### config.mk
export PLATFORM = sky130hd
export DESIGN_NAME = instr_fetch_unit
export DESIGN_NICKNAME = d
export VERILOG_FILES = /design/src/rtl/riscv_pkg.sv /design/src/rtl/fetch_pc_reg.sv /design/src/rtl/instr_fetch_unit.sv
export SDC_FILE = /design/constraint.sdc
export NUM_CORES = 1
export LEC_CHECK = 0
export ABC_CLOCK_PERIOD_IN_PS = 1950
export BUFFER_PORTS_ARGS = -buffer_cell sky130_fd_sc_hd__buf_2
export CORE_UTILIZATION = 44
export DETAILED_ROUTE_END_ITERATION = 6
export PLACE_DENSITY_LB_ADDON = 0.05
export SLEW_MARGIN = 20
export SYNTH_ARGS = -nofsm -noshare
export SYNTH_HDL_FRONTEND = slang
export SYNTH_SLANG_ARGS = --single-unit
### constraint.sdc
create_clock -name clk -period 1.95 [get_ports clk]
set_input_delay 0.195 -clock clk [delete_from_list [all_inputs] [get_ports clk]]
set_output_delay 0.195 -clock clk [all_outputs]
set_load 0.01 [all_outputs]
### src/rtl/riscv_pkg.sv
// -----------------------------------------------------------------------------
// riscv_pkg
//   Shared definitions for the instruction fetch stage:
//   - fetch_state_e    : fetch FSM state encoding (IDLE/REQ/WAIT/HOLD)
//   - NOP_INSTR        : canonical RISC-V NOP (addi x0, x0, 0)
//   - DEFAULT_RESET_PC : PC fetched first after reset unless overridden
// -----------------------------------------------------------------------------
package riscv_pkg;

    typedef enum logic [1:0] {
        S_IDLE = 2'd0,  // one settling cycle after reset release
        S_REQ  = 2'd1,  // request presented to instruction memory
        S_WAIT = 2'd2,  // request accepted, waiting for the response
        S_HOLD = 2'd3   // instruction presented to decode
    } fetch_state_e;

    localparam logic [31:0] NOP_INSTR        = 32'h0000_0013;
    localparam logic [31:0] DEFAULT_RESET_PC = 32'h0000_0000;

endpackage : riscv_pkg

### src/rtl/fetch_pc_reg.sv
// -----------------------------------------------------------------------------
// fetch_pc_reg
//   Program counter register for the fetch stage. A redirect loads the
//   word-aligned target and takes priority over sequential advance (+4).
//   The increment wraps modulo 2^ADDR_W.
// Ports
//   clk              in   clock, rising edge
//   rst_n            in   asynchronous active-low reset (pc <= RESET_PC)
//   redirect_valid_i in   load redirect target this cycle
//   redirect_pc_i    in   redirect target; bits [1:0] are forced to zero
//   advance_i        in   step to the next sequential word
//   pc_o             out  current PC
// -----------------------------------------------------------------------------
module fetch_pc_reg #(
    parameter int unsigned          ADDR_W   = 32,
    parameter logic [ADDR_W-1:0]    RESET_PC = '0
) (
    input  logic              clk,
    input  logic              rst_n,
    input  logic              redirect_valid_i,
    input  logic [ADDR_W-1:0] redirect_pc_i,
    input  logic              advance_i,
    output logic [ADDR_W-1:0] pc_o
);

    logic [ADDR_W-1:0] pc_q;
    logic [ADDR_W-1:0] pc_d;

    always_comb begin
        pc_d = pc_q;
        if (redirect_valid_i) begin
            pc_d = redirect_pc_i & ~ADDR_W'(3);
        end else if (advance_i) begin
            pc_d = pc_q + ADDR_W'(4);
        end
    end

    // NOTE: sequential state is updated with non-blocking assignments so that
    // every flop samples the pre-edge values of its peers.
    always_ff @(posedge clk or negedge rst_n) begin
        if (!rst_n) begin
            pc_q <= RESET_PC;
        end else begin
            pc_q <= pc_d;
        end
    end

    assign pc_o = pc_q;

endmodule : fetch_pc_reg

### src/rtl/instr_fetch_unit.sv
// -----------------------------------------------------------------------------
// instr_fetch_unit
//   Instruction fetch stage feeding the ControlUnit. Issues one word fetch at
//   a time to instruction memory, captures the response and presents it to
//   decode until consumed. A redirect may arrive in any state; a response
//   that was already requested for the old PC is discarded via the drop flag.
// Ports
//   clk, rst_n       clock (rising edge), asynchronous active-low reset
//   imem_req_valid   out  fetch request valid
//   imem_req_ready   in   memory accepts the request this cycle
//   imem_addr        out  word address of the request (always the current PC)
//   imem_rsp_valid   in   response pulse; ignored outside WAIT
//   imem_rsp_data    in   fetched instruction word
//   redirect_valid   in   branch/jump taken, load redirect_pc
//   redirect_pc      in   redirect target (bits [1:0] ignored)
//   instr_valid      out  instr/instr_pc valid for decode
//   instr_ready      in   decode consumes instr this cycle
//   instr            out  instruction word
//   instr_pc         out  PC of instr
// -----------------------------------------------------------------------------
module instr_fetch_unit
    import riscv_pkg::*;
#(
    parameter int unsigned       ADDR_W   = 32,
    parameter logic [ADDR_W-1:0] RESET_PC = ADDR_W'(DEFAULT_RESET_PC)
) (
    input  logic              clk,
    input  logic              rst_n,
    output logic              imem_req_valid,
    input  logic              imem_req_ready,
    output logic [ADDR_W-1:0] imem_addr,
    input  logic              imem_rsp_valid,
    input  logic [31:0]       imem_rsp_data,
    input  logic              redirect_valid,
    input  logic [ADDR_W-1:0] redirect_pc,
    output logic              instr_valid,
    input  logic              instr_ready,
    output logic [31:0]       instr,
    output logic [ADDR_W-1:0] instr_pc
);

    fetch_state_e      state_q, state_d;
    logic              drop_q, drop_d;
    logic              instr_valid_q, instr_valid_d;
    logic [31:0]       instr_q, instr_d;
    logic [ADDR_W-1:0] instr_pc_q, instr_pc_d;
    logic [ADDR_W-1:0] pc;
    logic              pc_advance;

    fetch_pc_reg #(
        .ADDR_W   (ADDR_W),
        .RESET_PC (RESET_PC)
    ) u_pc (
        .clk              (clk),
        .rst_n            (rst_n),
        .redirect_valid_i (redirect_valid),
        .redirect_pc_i    (redirect_pc),
        .advance_i        (pc_advance),
        .pc_o             (pc)
    );

    // NOTE: every signal written in this block gets a default first, so no
    // path through the case statement can infer a latch.
    always_comb begin
        state_d        = state_q;
        drop_d         = drop_q;
        instr_valid_d  = instr_valid_q;
        instr_d        = instr_q;
        instr_pc_d     = instr_pc_q;
        pc_advance     = 1'b0;
        imem_req_valid = 1'b0;

        unique case (state_q)
            S_IDLE: begin
                state_d = S_REQ;
            end

            S_REQ: begin
                imem_req_valid = 1'b1;
                if (imem_req_ready) begin
                    state_d = S_WAIT;
                    // The accepted request is for the old PC; its response
                    // must not reach decode.
                    if (redirect_valid) begin
                        drop_d = 1'b1;
                    end
                end
            end

            S_WAIT: begin
                if (imem_rsp_valid) begin
                    if (drop_q || redirect_valid) begin
                        // The single outstanding response has now arrived,
                        // so nothing remains to be dropped.
                        drop_d  = 1'b0;
                        state_d = S_REQ;
                    end else begin
                        instr_d       = imem_rsp_data;
                        instr_pc_d    = pc;
                        instr_valid_d = 1'b1;
                        state_d       = S_HOLD;
                    end
                end else if (redirect_valid) begin
                    drop_d = 1'b1;
                end
            end

            S_HOLD: begin
                if (redirect_valid) begin
                    // A simultaneous instr_ready still consumes the word, but
                    // the PC follows the redirect rather than pc+4.
                    instr_valid_d = 1'b0;
                    instr_d       = NOP_INSTR;
                    state_d       = S_REQ;
                end else if (instr_ready) begin
                    instr_valid_d = 1'b0;
                    pc_advance    = 1'b1;
                    state_d       = S_REQ;
                end
            end

            default: begin
                state_d = S_IDLE;
            end
        endcase
    end

    always_ff @(posedge clk or negedge rst_n) begin
        if (!rst_n) begin
            state_q       <= S_IDLE;
            drop_q        <= 1'b0;
            instr_valid_q <= 1'b0;
            instr_q       <= NOP_INSTR;
            instr_pc_q    <= RESET_PC;
        end else begin
            state_q       <= state_d;
            drop_q        <= drop_d;
            instr_valid_q <= instr_valid_d;
            instr_q       <= instr_d;
            instr_pc_q    <= instr_pc_d;
        end
    end

    assign imem_addr   = pc;
    assign instr_valid = instr_valid_q;
    assign instr       = instr_q;
    assign instr_pc    = instr_pc_q;

endmodule : instr_fetch_unit

# Yosys cells after proc, flatten, opt, wreduce, memory -nomap -nowiden

Index checks and enable logic that the tools add are counted.
W data, S select, Z words.

Logic and storage cells: 53
Flip-flop bits (word level): 100
Output and inout port bits: 98
Bits of input ports: 70

Bitwise operators: 1
Muxes and demuxes: 26
Reductions and logical operators: 10
Equal/unequal tests: 9
Add/sub/neg operators: 1

Operators by type and width:

| cell                    | count |
|---|---|
| $mux W32                | 5 |
| $pmux W32 S2            | 1 |
| $add A32 B3 Y32 const B | 1 |
| $mux W1                 | 12 |
| $mux W2                 | 5 |
| $reduce_and A3 Y1       | 3 |
| $ne A2 B2 Y1 const B    | 4 |
| $pmux W2 S4             | 1 |
| $reduce_and A4 Y1       | 2 |
| $ne A3 B3 Y1 const B    | 2 |
| $reduce_bool A2 Y1      | 3 |
| $eq A2 B2 Y1 const B    | 2 |
| $pmux W1 S2             | 2 |
| $eq A2 B1 Y1 const B    | 1 |
| $logic_not A2 Y1        | 1 |
| $logic_or A1 B1 Y1      | 1 |
| $not A1 Y1              | 1 |

# Depth between registers and ports, before layout

Depth after elaboration: 5
Mapped depth: 8
Mapped depth without buffers: 6

# By module

From an unflattened synthesis, not the netlist that was laid out.

Cells, all modules: 404
Area, all modules: 4,718.3 sq um

By module, submodules not included:

| module           | cells each | area each (sq um) | times used |
|---|---|---|---|
| instr_fetch_unit | 212        | 2,989.1           | 1 |
| fetch_pc_reg     | 192        | 1,729.2           | 1 |

# Least setup slack after synthesis

No wires, ideal clock.

Kind: flip-flop to flip-flop
Start: register u_pc.pc_q[2], in the netlist u_pc.pc_o[2]
End: register u_pc.pc_q[26], in the netlist u_pc.pc_o[26]
Path buffers: 1
Data required time: 1.868 ns
Stages on the path, launching flop included: 7
Data arrival time: 1.980 ns
Setup slack: -0.112 ns
Path through: dfrtp_1 -> ha_1 -> nand3_1 -> or4_1 -> buf_2 -> or4_1 -> a31oi_1

Word-level cells in the longest chain between the ends: 3

RTL lines:

| item                   | line               | text |
|---|---|---|
| start, declared        | fetch_pc_reg.sv:26 | `logic [ADDR_W-1:0] pc_q;` |
| start signal, assigned | fetch_pc_reg.sv:44 | `pc_q <= pc_d;` |
| $add A32 B3 Y32        | fetch_pc_reg.sv:34 | `pc_d = pc_q + ADDR_W'(4);` |
| $mux W32               | fetch_pc_reg.sv:33 | `end else if (advance_i) begin` |
| $mux W32               | fetch_pc_reg.sv:31 | `if (redirect_valid_i) begin` |

No other way between the ends. The select of a mux whose other input is x is not followed.
A chain may end at the register's enable or synchronous reset.

# Worst setup path after layout

Start: register state_q[0]
End: register u_pc.pc_q[26], in the netlist u_pc.pc_o[26]

Word-level cells in the longest chain between the ends: 3

RTL lines:

| item                         | line                    | text |
|---|---|---|
| start, declared              | instr_fetch_unit.sv:42  | `fetch_state_e state_q, state_d;` |
| start signal, assigned       | instr_fetch_unit.sv:136 | `state_q <= state_d;` |
| $eq A2 B2 Y1                 | instr_fetch_unit.sv:73  | `unique case (state_q)` |
| $mux W1                      | instr_fetch_unit.sv:73  |  |
| $reduce_bool A2 Y1 (no line) | -                       |  |

No other way between the ends.

==> run_results.csv <==
group,metric,value,unit
outcome,status,"finished, final reports clean",
cells_and_area,drive_above_1_share,42.2,%
drt,drt-total-wl,11300,microns
floorplanning,fp.coreArea,0.00973,sq mm
grt,grt_max_degree,41,
synthesis,syn_area,0.00442,sq mm
drt,antenna_left,0,
flow_run,cap_violations,0,
grt,overflow,0,
clock_tree,cts_root_buffer,"clkbuf_8",
timing,fin_skew,9.47,ps
clock_tree,cts_tree,"yes",
drt,routedWlPerCell,14.5,microns
synthesis,ys_warn_count,0,
worst_setup_path,required,2240,ps
floorplanning,die_h,102,microns
timing,maxSlewViolCount,0,
timing,min_period_over_period,95.6,%
synthesis,synth_edf_count,0,
power_and_ir_drop,p_leak,3.11,nW
synthesis,synthArstFlopShare,100,%
cells_and_area,area_growth,35.2,%
drt,first_pass_iters,4,
floorplanning,die_x,102,microns
synthesis,avgSynthCellArea,9.95,sq um
synthesis,synth_cells,444,
clock_tree,cts_made_buffers,9,
placement,dpl.cell_count,757,
synthesis,ys_seq_area_share,54.5,%
worst_setup_path,endpoint_kind,"flip-flop",
worst_setup_path,worstPathArrival,2160,ps
cells_and_area,nets,714,
drt,viasPerCell,5.03,
cells_and_area,fin_cells,778,
placement,dpl.hpwl,8060,microns
clock_tree,htree_levels,3,
cells_and_area,final_core_util,61.4,%
floorplanning,ioPinCount,168,
power_and_ir_drop,power_density,987,mW/mm^2
grt,grt_pass1_wl,17600,microns
power_and_ir_drop,power,5.89,mW
placement,gp_congestion,0.768,
cells_and_area,fillerInstances,880,
timing,setup_viol,0,
timing,max_freq,536,MHz
grt,grt_usage,21.9,%
timing,finalHoldViolCount,0,
cells_and_area,seq_area,0.00241,sq mm
worst_hold_path,worst_hold_path_type,"input pin to flip-flop",
drt,dr_total_vias,3916,
drt,drtIter0Drc,123,
placement,detailedPlace.worstSlack,-68.2,ps
clock_tree,clkSinkCount,96,
clock_tree,insertion_delay,370,ps
worst_setup_path,crit_fanout,6,
grt,antenna_found_initial,0,
timing,fin_ws,85.1,ps
floorplanning,die-area,0.0104,sq mm
cells_and_area,n_antenna_cell,0,
placement,port_buffers,161,
worst_setup_path,criticalPathCategory,"flip-flop to flip-flop",
synthesis,synth_flop_cell,"dfrtp_1",
worst_setup_path,start_kind,"flip-flop",
grt,grt_pass1_vias,3486,
floorplanning,start_util,45.4,%
timing,rsz0062_at_grt,"true",
drt,drc,0,
clock_tree,clkTransAtPathRegs,90,ps
floorplanning,rows,36,
synthesis,synth-seq-cells,96,
clock_tree,cts_buffer_depth,2,
power_and_ir_drop,vdd_drop_max,0.000579,V
timing,min_period,1860,ps
synthesis,yosysUniqueCellTypes,43,
cells_and_area,multi_input_area,0.00190,sq mm
[final cells by class]
class / instances / area share, %
Sequential cell: 96 / 40.3
Multi-Input combinational cell: 311 / 31.9
Timing Repair Buffer: 212 / 20.5
Tap cell: 133 / 2.79
Clock buffer: 12 / 2.26
Clock inverter: 4 / 1.59
Inverter: 10 / 0.628
[metrics by stage]
stage               instance area [sq um]  hold slack (ps)  setup TNS (ps)
floorplan                            4440             -101            -562
global placement                     5670              145               0
detailed placement                   5670              148            -772
CTS                                  5930             14.8               0
global route                         5970             23.6           -4.63
finish                               5970             30.8               0
[state kept, by name (all words and copies together) (netlist names)]
| register | count |
|---|---|
| instr_valid | 1 |
| state_q | 2 |
| instr_pc | 30 |
| u_pc.pc_o | 30 |
| instr | 32 |
| drop_q | 1 |
[layout by cell type (no fill, tap or decap), types with 2 or more instances in the layout]
master	Yosys	routed
or4_4	0	3
o31ai_1	4	4
conb_1	1	4
o21ai_1	0	2
a31oi_1	12	12
inv_1	10	10
nand4_1	10	10
nand3_1	39	38
or4_1	8	5
clkbuf_1	24	3
o21ai_0	31	29
ha_1	4	2
dfstp_2	3	3
a21oi_1	2	2
buf_2	2	160
and3_1	4	3
nor2_1	17	17
or3_1	12	11
buf_12	0	2
xnor2_1	9	9
buf_6	0	3
buf_4	4	45
o211ai_1	2	2
clkbuf_8	0	9
nand2_1	90	90
ha_2	0	2
xor2_1	5	5
mux2_2	30	30
nor3_1	3	3
dfrtp_1	93	92
nor4_1	6	6
nor2b_1	2	2
bufinv_16	0	3
[power breakdown]
group	switching (mW)	total [mW]	internal, mW	leakage [nW]
Clock	0.679	1.53	0.852	0.115
Sequential	0.222	2.65	2.43	1.24
Combinational	0.904	1.71	0.804	1.76
Total	1.81	5.89	4.09	3.11
[kinds of logic (layout without fill, tap and decap cells)]
logic type	after synthesis	after routing	synth area share, %
multiplexers	31	31	7.88
flip-flops	96	96	54.5
buffers and inverters	40	238	3.80
adder cells (fa/ha/maj)	4	4	1.13
XOR/XNOR	14	14	2.78
other	1	4	0.0849
AND/OR/NAND/NOR	199	199	21.8
AO/OA/AOI/OAI	59	59	8.07
[per-layer routing]
layer	part of all wire (%)	track usage [%]	up-vias	routed length, microns
li1	-	-	1943	-
met1	46	29.9	1849	5230
met5	0	0	-	0
met3	5.5	5.47	9	626
met4	1.1	7.91	0	125
met2	47	34.0	115	5310
[critical path, stage by stage (launching register included)]
cell	delay, ps
dfrtp_1	360
ha_2	210
nand3_2	90
or4_4	580
or4_4	420
a31oi_1	130
[final timing paths]
kind / startpoint / end / slack (ps) / depth (start not counted)
setup / recovery: state_q[0] / u_pc.pc_o[26] / 90 / 5
hold / removal: redirect_pc[15] / u_pc.pc_o[15] / 30 / 3
setup reg to reg: state_q[0] / u_pc.pc_o[26] / 90 / 5
hold reg to reg: instr[1] / instr[1] / 460 / 2
max in group asynchronous: rst_n / instr[1] / 990 / 3
min in group asynchronous: rst_n / instr_pc[16] / 290 / 2
[synth_stat cells (9+ instances only)]
cell      instances  area share (%)
nand4_1          10             1.4
or3_1            12             1.7
mux2_2           30             7.6
inv_1            10            0.85
a31oi_1          12             1.7
nor2_1           17             1.4
nand3_1          39             4.4
xnor2_1           9             1.8
nand2_1          90             7.6
dfrtp_1          93              53
clkbuf_1         24             2.0
o21ai_0          31             3.5
[what timing repair did]
action	4_1_cts	5_1_grt
endpoints found under the hold margin	24	0
gates cloned	1	0
pin swaps	1	4
buffers inserted	0	3
endpoints found under the setup margin	33	67
resized for setup	4	9
hold buffers	1	0
No activity file was read; power rests on OpenSTA's default activity.
